<file path="config.mk">
export PLATFORM = sky130hd
export DESIGN_NAME = uart_image_loader_flat
export DESIGN_NICKNAME = d
export VERILOG_FILES = /design/src/rtl/uart_image_loader_if.sv /design/src/rtl/uart_image_loader.sv /design/src/flat_wrapper.sv
export SDC_FILE = /design/constraint.sdc
export NUM_CORES = 1
export LEC_CHECK = 0
export CAP_MARGIN = 10
export CORE_ASPECT_RATIO = 1.25
export CORE_MARGIN = 10
export CORE_UTILIZATION = 46
export DETAILED_ROUTE_END_ITERATION = 10
export GPL_TIMING_DRIVEN = 0
export MAX_ROUTING_LAYER = met4
export PLACE_DENSITY = 0.77
export SLEW_MARGIN = 20
export SYNTH_ARGS = -nofsm -noshare
export SYNTH_HDL_FRONTEND = slang
export SYNTH_SLANG_ARGS = --single-unit
</file>
<file path="constraint.sdc">
create_clock -name clk -period 3.6 [get_ports clk]
set_input_delay 0.72 -clock clk [delete_from_list [all_inputs] [get_ports clk]]
set_output_delay 0.72 -clock clk [all_outputs]
set_load 0.005 [all_outputs]
</file>
<file path="src/rtl/uart_image_loader_if.sv">
// ============================================================================
// Module : uart_image_loader_if
// Brief  : Receiver-side inputs and memory-write outputs of the image loader.
// Rev    : 1.0
// ============================================================================
`default_nettype none

interface uart_image_loader_if #(
    parameter int ADDR_W = 16
);
    logic              Rx_done;
    logic [7:0]        RxD_data;
    logic              start;
    logic              mem_we;
    logic [ADDR_W-1:0] mem_addr;
    logic [7:0]        mem_wdata;
    logic              busy;
    logic              load_done;
    logic              load_err;
    logic [7:0]        checksum;

    modport master (
        output Rx_done, RxD_data, start,
        input  mem_we, mem_addr, mem_wdata, busy, load_done, load_err, checksum
    );

    modport slave (
        input  Rx_done, RxD_data, start,
        output mem_we, mem_addr, mem_wdata, busy, load_done, load_err, checksum
    );
endinterface

`default_nettype wire

</file>
<file path="src/rtl/uart_image_loader.sv">
// ============================================================================
// Module : uart_image_loader
// Brief  : Streams UART bytes into image memory with checksum and timeout.
// Rev    : 1.0
// ============================================================================
`default_nettype none

module uart_image_loader #(
    parameter int IMG_BYTES      = 65536,
    parameter int ADDR_W         = 16,
    parameter int TIMEOUT_CYCLES = 1000000,
    parameter int TO_W           = 20
) (
    input  wire logic             clk,
    input  wire logic             rst_n,
    uart_image_loader_if.slave    bus
);
    typedef enum logic [2:0] {
        S_IDLE       = 3'd0,
        S_WAIT_FIRST = 3'd1,
        S_LOAD       = 3'd2,
        S_DONE       = 3'd3,
        S_ERR        = 3'd4
    } state_t;

    localparam logic [ADDR_W-1:0] LAST_ADDR = ADDR_W'(IMG_BYTES - 1);
    localparam logic [TO_W-1:0]   TO_LAST   = TO_W'(TIMEOUT_CYCLES - 1);

    state_t            state_q, state_d;
    logic              rx_done_q;
    logic              we_q, we_d;
    logic [ADDR_W-1:0] addr_q, addr_d;
    logic [7:0]        wdata_q, wdata_d;
    logic              done_q, done_d;
    logic              err_q, err_d;
    logic [7:0]        sum_q, sum_d;
    logic [TO_W-1:0]   to_q, to_d;

    logic byte_strobe;
    logic take_byte;
    logic armed;

    assign byte_strobe = bus.Rx_done & ~rx_done_q;
    assign armed       = (state_q == S_WAIT_FIRST) || (state_q == S_LOAD);
    assign take_byte   = byte_strobe & armed;

    always_ff @(posedge clk or negedge rst_n) begin
        if (!rst_n) begin
            state_q   <= S_IDLE;
            rx_done_q <= 1'b1;
            we_q      <= 1'b0;
            addr_q    <= '0;
            wdata_q   <= '0;
            done_q    <= 1'b0;
            err_q     <= 1'b0;
            sum_q     <= '0;
            to_q      <= '0;
        end else begin
            state_q   <= state_d;
            rx_done_q <= bus.Rx_done;
            we_q      <= we_d;
            addr_q    <= addr_d;
            wdata_q   <= wdata_d;
            done_q    <= done_d;
            err_q     <= err_d;
            sum_q     <= sum_d;
            to_q      <= to_d;
        end
    end

    always_comb begin
        state_d = state_q;
        we_d    = 1'b0;
        addr_d  = addr_q;
        wdata_d = wdata_q;
        done_d  = done_q;
        err_d   = err_q;
        sum_d   = sum_q;
        to_d    = to_q;

        // Address advances the cycle after a write and parks on the last slot.
        if (we_q && (addr_q != LAST_ADDR)) begin
            addr_d = addr_q + 1'b1;
        end

        if (take_byte) begin
            we_d    = 1'b1;
            wdata_d = bus.RxD_data;
            sum_d   = sum_q + bus.RxD_data;
            to_d    = '0;
        end

        case (state_q)
            S_IDLE, S_DONE, S_ERR: begin
                if (bus.start) begin
                    state_d = S_WAIT_FIRST;
                    addr_d  = '0;
                    sum_d   = '0;
                    done_d  = 1'b0;
                    err_d   = 1'b0;
                    to_d    = '0;
                end
            end
            S_WAIT_FIRST: begin
                if (take_byte) begin
                    state_d = (addr_q == LAST_ADDR) ? S_DONE : S_LOAD;
                    done_d  = (addr_q == LAST_ADDR);
                end
            end
            S_LOAD: begin
                if (take_byte) begin
                    if (addr_q == LAST_ADDR) begin
                        state_d = S_DONE;
                        done_d  = 1'b1;
                    end
                end else if (to_q == TO_LAST) begin
                    state_d = S_ERR;
                    err_d   = 1'b1;
                end else begin
                    to_d = to_q + 1'b1;
                end
            end
            default: state_d = S_IDLE;
        endcase
    end

    assign bus.mem_we    = we_q;
    assign bus.mem_addr  = addr_q;
    assign bus.mem_wdata = wdata_q;
    assign bus.busy      = armed;
    assign bus.load_done = done_q;
    assign bus.load_err  = err_q;
    assign bus.checksum  = sum_q;
endmodule

`default_nettype wire

</file>
<file path="src/flat_wrapper.sv">
// flat-port wrapper written by rule: the top's interface ports become plain ports
module uart_image_loader_flat 
#(
    parameter int IMG_BYTES      = 65536,
    parameter int ADDR_W         = 16,
    parameter int TIMEOUT_CYCLES = 1000000,
    parameter int TO_W           = 20
)
  (clk, rst_n, bus_Rx_done, bus_RxD_data, bus_start, bus_mem_we, bus_mem_addr, bus_mem_wdata, bus_busy, bus_load_done, bus_load_err, bus_checksum);
  uart_image_loader_if #(.ADDR_W(ADDR_W)) bus_i ();
  input  wire logic clk;
  input  wire logic rst_n;
  input wire logic [$bits(bus_i.Rx_done)-1:0] bus_Rx_done;
  input wire logic [$bits(bus_i.RxD_data)-1:0] bus_RxD_data;
  input wire logic [$bits(bus_i.start)-1:0] bus_start;
  output wire logic [$bits(bus_i.mem_we)-1:0] bus_mem_we;
  output wire logic [$bits(bus_i.mem_addr)-1:0] bus_mem_addr;
  output wire logic [$bits(bus_i.mem_wdata)-1:0] bus_mem_wdata;
  output wire logic [$bits(bus_i.busy)-1:0] bus_busy;
  output wire logic [$bits(bus_i.load_done)-1:0] bus_load_done;
  output wire logic [$bits(bus_i.load_err)-1:0] bus_load_err;
  output wire logic [$bits(bus_i.checksum)-1:0] bus_checksum;
  assign bus_i.Rx_done = bus_Rx_done;
  assign bus_i.RxD_data = bus_RxD_data;
  assign bus_i.start = bus_start;
  assign bus_mem_we = bus_i.mem_we;
  assign bus_mem_addr = bus_i.mem_addr;
  assign bus_mem_wdata = bus_i.mem_wdata;
  assign bus_busy = bus_i.busy;
  assign bus_load_done = bus_i.load_done;
  assign bus_load_err = bus_i.load_err;
  assign bus_checksum = bus_i.checksum;
  uart_image_loader #(.IMG_BYTES(IMG_BYTES), .ADDR_W(ADDR_W), .TIMEOUT_CYCLES(TIMEOUT_CYCLES), .TO_W(TO_W)) u_core (.clk(clk), .rst_n(rst_n), .bus(bus_i));
endmodule
</file>
==> impl_summary.md <==
Yosys
The unique cell type count in the Yosys netlist is 52. The netlist area before placement is 3210 µm². The average cell area after synthesis is about 8.8 µm². The total number of yosys warnings is 0. In the synthesized netlist the async set-or-reset flop fraction comes to 1.00.

Counting flops with a built-in enable in the synthesized netlist gives 0. After technology mapping, the gate count stands at 364. The net count after synthesis is around 390. The leading register cell type out of synthesis is dfrtp_1. The sequential area share after synthesis is 0.460. The flip-flop and latch count after synthesis is 59.

CTS
The total number of clock tree sinks is a little under 60. TritonCTS built the clock tree. The CTS buffer count is 9. The clock latency of the later-clocked register in the worst-skew pair is 0.35 ns. In this run, post-CTS hold repair placed 0 buffers. In this run the clock root is driven by a clkbuf_8. The post-CTS setup-driven buffer insertion count is 0. The clock tree synthesis step divided the H-tree into 3 levels. Gates resized during post-CTS repair numbered 0. The maximum buffer depth of the clock tree is 2. The clock transition at the register clock pins on the worst setup and hold paths after CTS is 0.06 ns.

Worst setup path
The worst setup path is launched from an input pin. STA classifies the critical path endpoint as a register. The depth of the worst register-to-register path is 6. STA puts the critical path data arrival time at 2.99 ns. The delay of the slowest cell on the worst path is about 0.5 ns. The worst flop-to-flop path endpoint is u_core.bus.mem_addr[0]. Broken down by cell family, the worst path's largest delay share belongs to buffers and inverters.

The classification of the worst setup path is in -> reg. In this run the worst path has a maximum fanout of 10. The number of buffers and inverters on the critical path is 3.

The internal reg-to-reg setup slack is 1.33 ns. The highest-delay cell along the critical path is clkdlybuf4s50_1. The signal on the critical path passes through clkdlybuf4s50_1, nor2b_1, nand2_1, inv_1, clkbuf_1, nor2_1, a211oi_1. The reg-to-reg startpoint is u_core.state_q[0]. The data required time of the worst path is ~3.8 ns.

Timing
Setup repair after global routing left no endpoint under its margin. Static timing analysis puts the maximum clock frequency at 361 MHz. Setup slack closes at 0.829 ns. The minimum clock period after layout is 2.77 ns. The number of setup violations in the final report is 0. The final count of pins violating max slew is 0. The final-report hold violation count is 0.

On the final layout, the worst hold slack is 0.285 ns. In the finished design, the share of the clock period the worst path needs comes to 0.770. After routing, the total negative slack on setup checks comes to 0 ns. For the pin with the worst max-slew slack, the measured transition is 0.809 ns. The setup skew after layout is 0.0105 ns. The headroom to the max-slew limit is 0.456.

Global route
The first-pass GRT wire length is 14,000 µm. The initial antenna violation count is 0. The largest net degree at the start of global routing is 34. The remaining global-route overflow is 0.

The global-route usage over all layers is 0.166. The via count of the first global-routing pass is 2,952.

Die
The starting utilization of the core area is 0.466. For this design the top-level I/O count stands at 48. The die covers 10,700 µm².

The die is roughly 95 µm wide. The number of core rows is 34. From bottom edge to top edge, the die measures 113 µm. The core region is between 6000 and 7000 µm².

Final layout
With fillers left out, the area of the finished cells amounts to between 4000 and 5000 µm². The count of inserted antenna diode cells is 0. The layout cell share with drive strength beyond 1 is 0.0491. The number of nets at the end of the flow is 445. Counting the fill cells in the layout gives between 600 and 700. From synthesis to final layout, the design area changed by 24.9%.

Min path
The worst hold path belongs to the class in -> async.

Detailed routing
The routed via count is just over 3,000. The final routed wire length divided by cell count is about 16 µm. The total wirelength of the detailed-routed design is 8310 µm. For this run, the detailed router's first-pass iteration total came to 5.

The antenna violation net count after detailed routing is 0. The detailed-route vias per instance is 5.86. The number of violations reported at the end of detailed-routing iteration 0 is 178. The detailed-route DRC error count is 0.

Pwr
The leakage component of the power is 1.69 nW. The design draws 0.00237 W. The maximum ir drop on the vdd rail is 268 µV. The power per cell area is 591 nW/µm².

Run status
The flow ran to the end, and the final reports show no timing, DRC or antenna violations.

Placed design
Detailed placement finished with a half-perimeter wire length of 6040 µm. The placement-stage cell area is between 3000 and 4000 µm². Routability-driven placement finished with a final weighted congestion of roughly 0.89. OpenSTA, run right after detailed placement, puts the worst setup slack at 0.495 ns. Port buffering added 47 buffers.

Flow run
The count of maximum capacitance violations is 0.
synth_stat cells (2+ instances only):
cell,n,area (µm²)
a211o_1,2,17.5
a211oi_1,7,52.6
a21o_1,3,22.5
a21oi_1,21,105
a31oi_1,5,31.3
and2_1,2,12.5
and3_1,6,37.5
buf_2,2,10.0
clkbuf_1,10,37.5
dfrtp_1,58,1450
ha_1,9,113
inv_1,10,37.5
nand2_1,58,218
nand2b_1,3,18.8
nand3_1,17,85.1
nand4_1,13,81.3
nor2_1,28,105
nor2b_1,2,12.5
nor3_1,9,45.0
nor4_1,7,43.8
nor4bb_1,2,20.0
o211ai_1,6,45.0
o21ai_0,32,160
o21ai_1,4,20.0
o21bai_1,3,22.5
o311a_1,2,20.0
o31ai_1,3,22.5
or2_2,2,12.5
or3_1,2,12.5
or4_1,4,30.0
xnor2_1,8,70.1
xor2_1,4,35.0
routing by layer:
layer | vias up | share of wire | GRT usage
met4 | 0 | 0.015 | 0.0700
met1 | 1469 | 0.42 | 0.197
met2 | 104 | 0.50 | 0.255
met5 | - | 0 | -
met3 | 12 | 0.069 | 0.0526
li1 | 1450 | - | -
cell usage in the layout (no fill, tap or decap), types with 4 or more instances in the layout:
master and count:
a211oi_1 7, a21oi_1 21, a31oi_1 5, and3_1 6, clkbuf_1 13, clkbuf_8 11, clkdlybuf4s50_1 46, dfrtp_1 58
ha_1 9, inv_1 10, nand2_1 58, nand3_1 17, nand4_1 13, nor2_1 28, nor3_1 9, nor4_1 7
o211ai_1 6, o21ai_0 32, o21ai_1 4, or4_1 4, xnor2_1 8, xor2_1 4
cells by family (layout without fill, tap and decap cells):
kind of cell	count (synthesis)	count (layout)	share of synthesized area
xor gates and xnor gates	12	12	0.0327
adders and majority gates	10	10	0.0413
and+or+nand+nor	160	160	0.242
buffers and inverters	23	87	0.0277
DFF	59	59	0.460
muxes	1	1	0.00312
AOI/OAI and AO/OA	99	99	0.193
how the worst max path moves through the flow:
| stage | start | to | slack [ns] | depth (start not counted) |
|---|---|---|---|---|
| after global routing | bus_Rx_done | u_core.bus.checksum[2] | 0.65 | 7 |
| final | bus_Rx_done | u_core.bus.checksum[2] | 0.83 | 7 |
| after detailed placement | bus_Rx_done | u_core.bus.checksum[2] | 0.49 | 7 |
| after floorplan | bus_RxD_data[0] | u_core.bus.checksum[6] | 1.41 | 7 |
| after CTS | bus_Rx_done | u_core.bus.checksum[2] | 0.87 | 7 |
| after global placement | rst_n | u_core.bus.checksum[4] | -0.12 | 1 |
area by class of cell:
cell class / instances / area (µm²) / share of cell area
Clock buffer: 14 / 163 / 0.0406
Buffer: 13 / 51.3 / 0.0128
Tap cell: 90 / 113 / 0.0281
Timing Repair Buffer: 48 / 488 / 0.122
Multi-Input combinational cell: 282 / 1640 / 0.410
Sequential cell: 59 / 1480 / 0.369
Clock inverter: 2 / 35.0 / 0.00874
Inverter: 10 / 37.5 / 0.00936
through the flow:
step                std cells   util
floorplan                 364      -
global placement          501  0.550
detailed placement        502  0.553
CTS                       518  0.582
global route              518  0.582
finish                    518  0.582
state kept, by name, indices dropped and copies added, names as in the netlist, 3 cells and up:
name and cells:
u_core.to_q 20, u_core.bus.mem_addr 16, u_core.bus.checksum 8, u_core.bus.mem_wdata 8, u_core.state_q 3
report_power, final:
part           switching [W]  internal, W  total, W
Clock               0.000263     0.000357  0.000621
Combinational       0.000473     0.000402  0.000875
Sequential         0.0000962     0.000777  0.000873
Note: power is estimated with default switching activity, not from simulation.
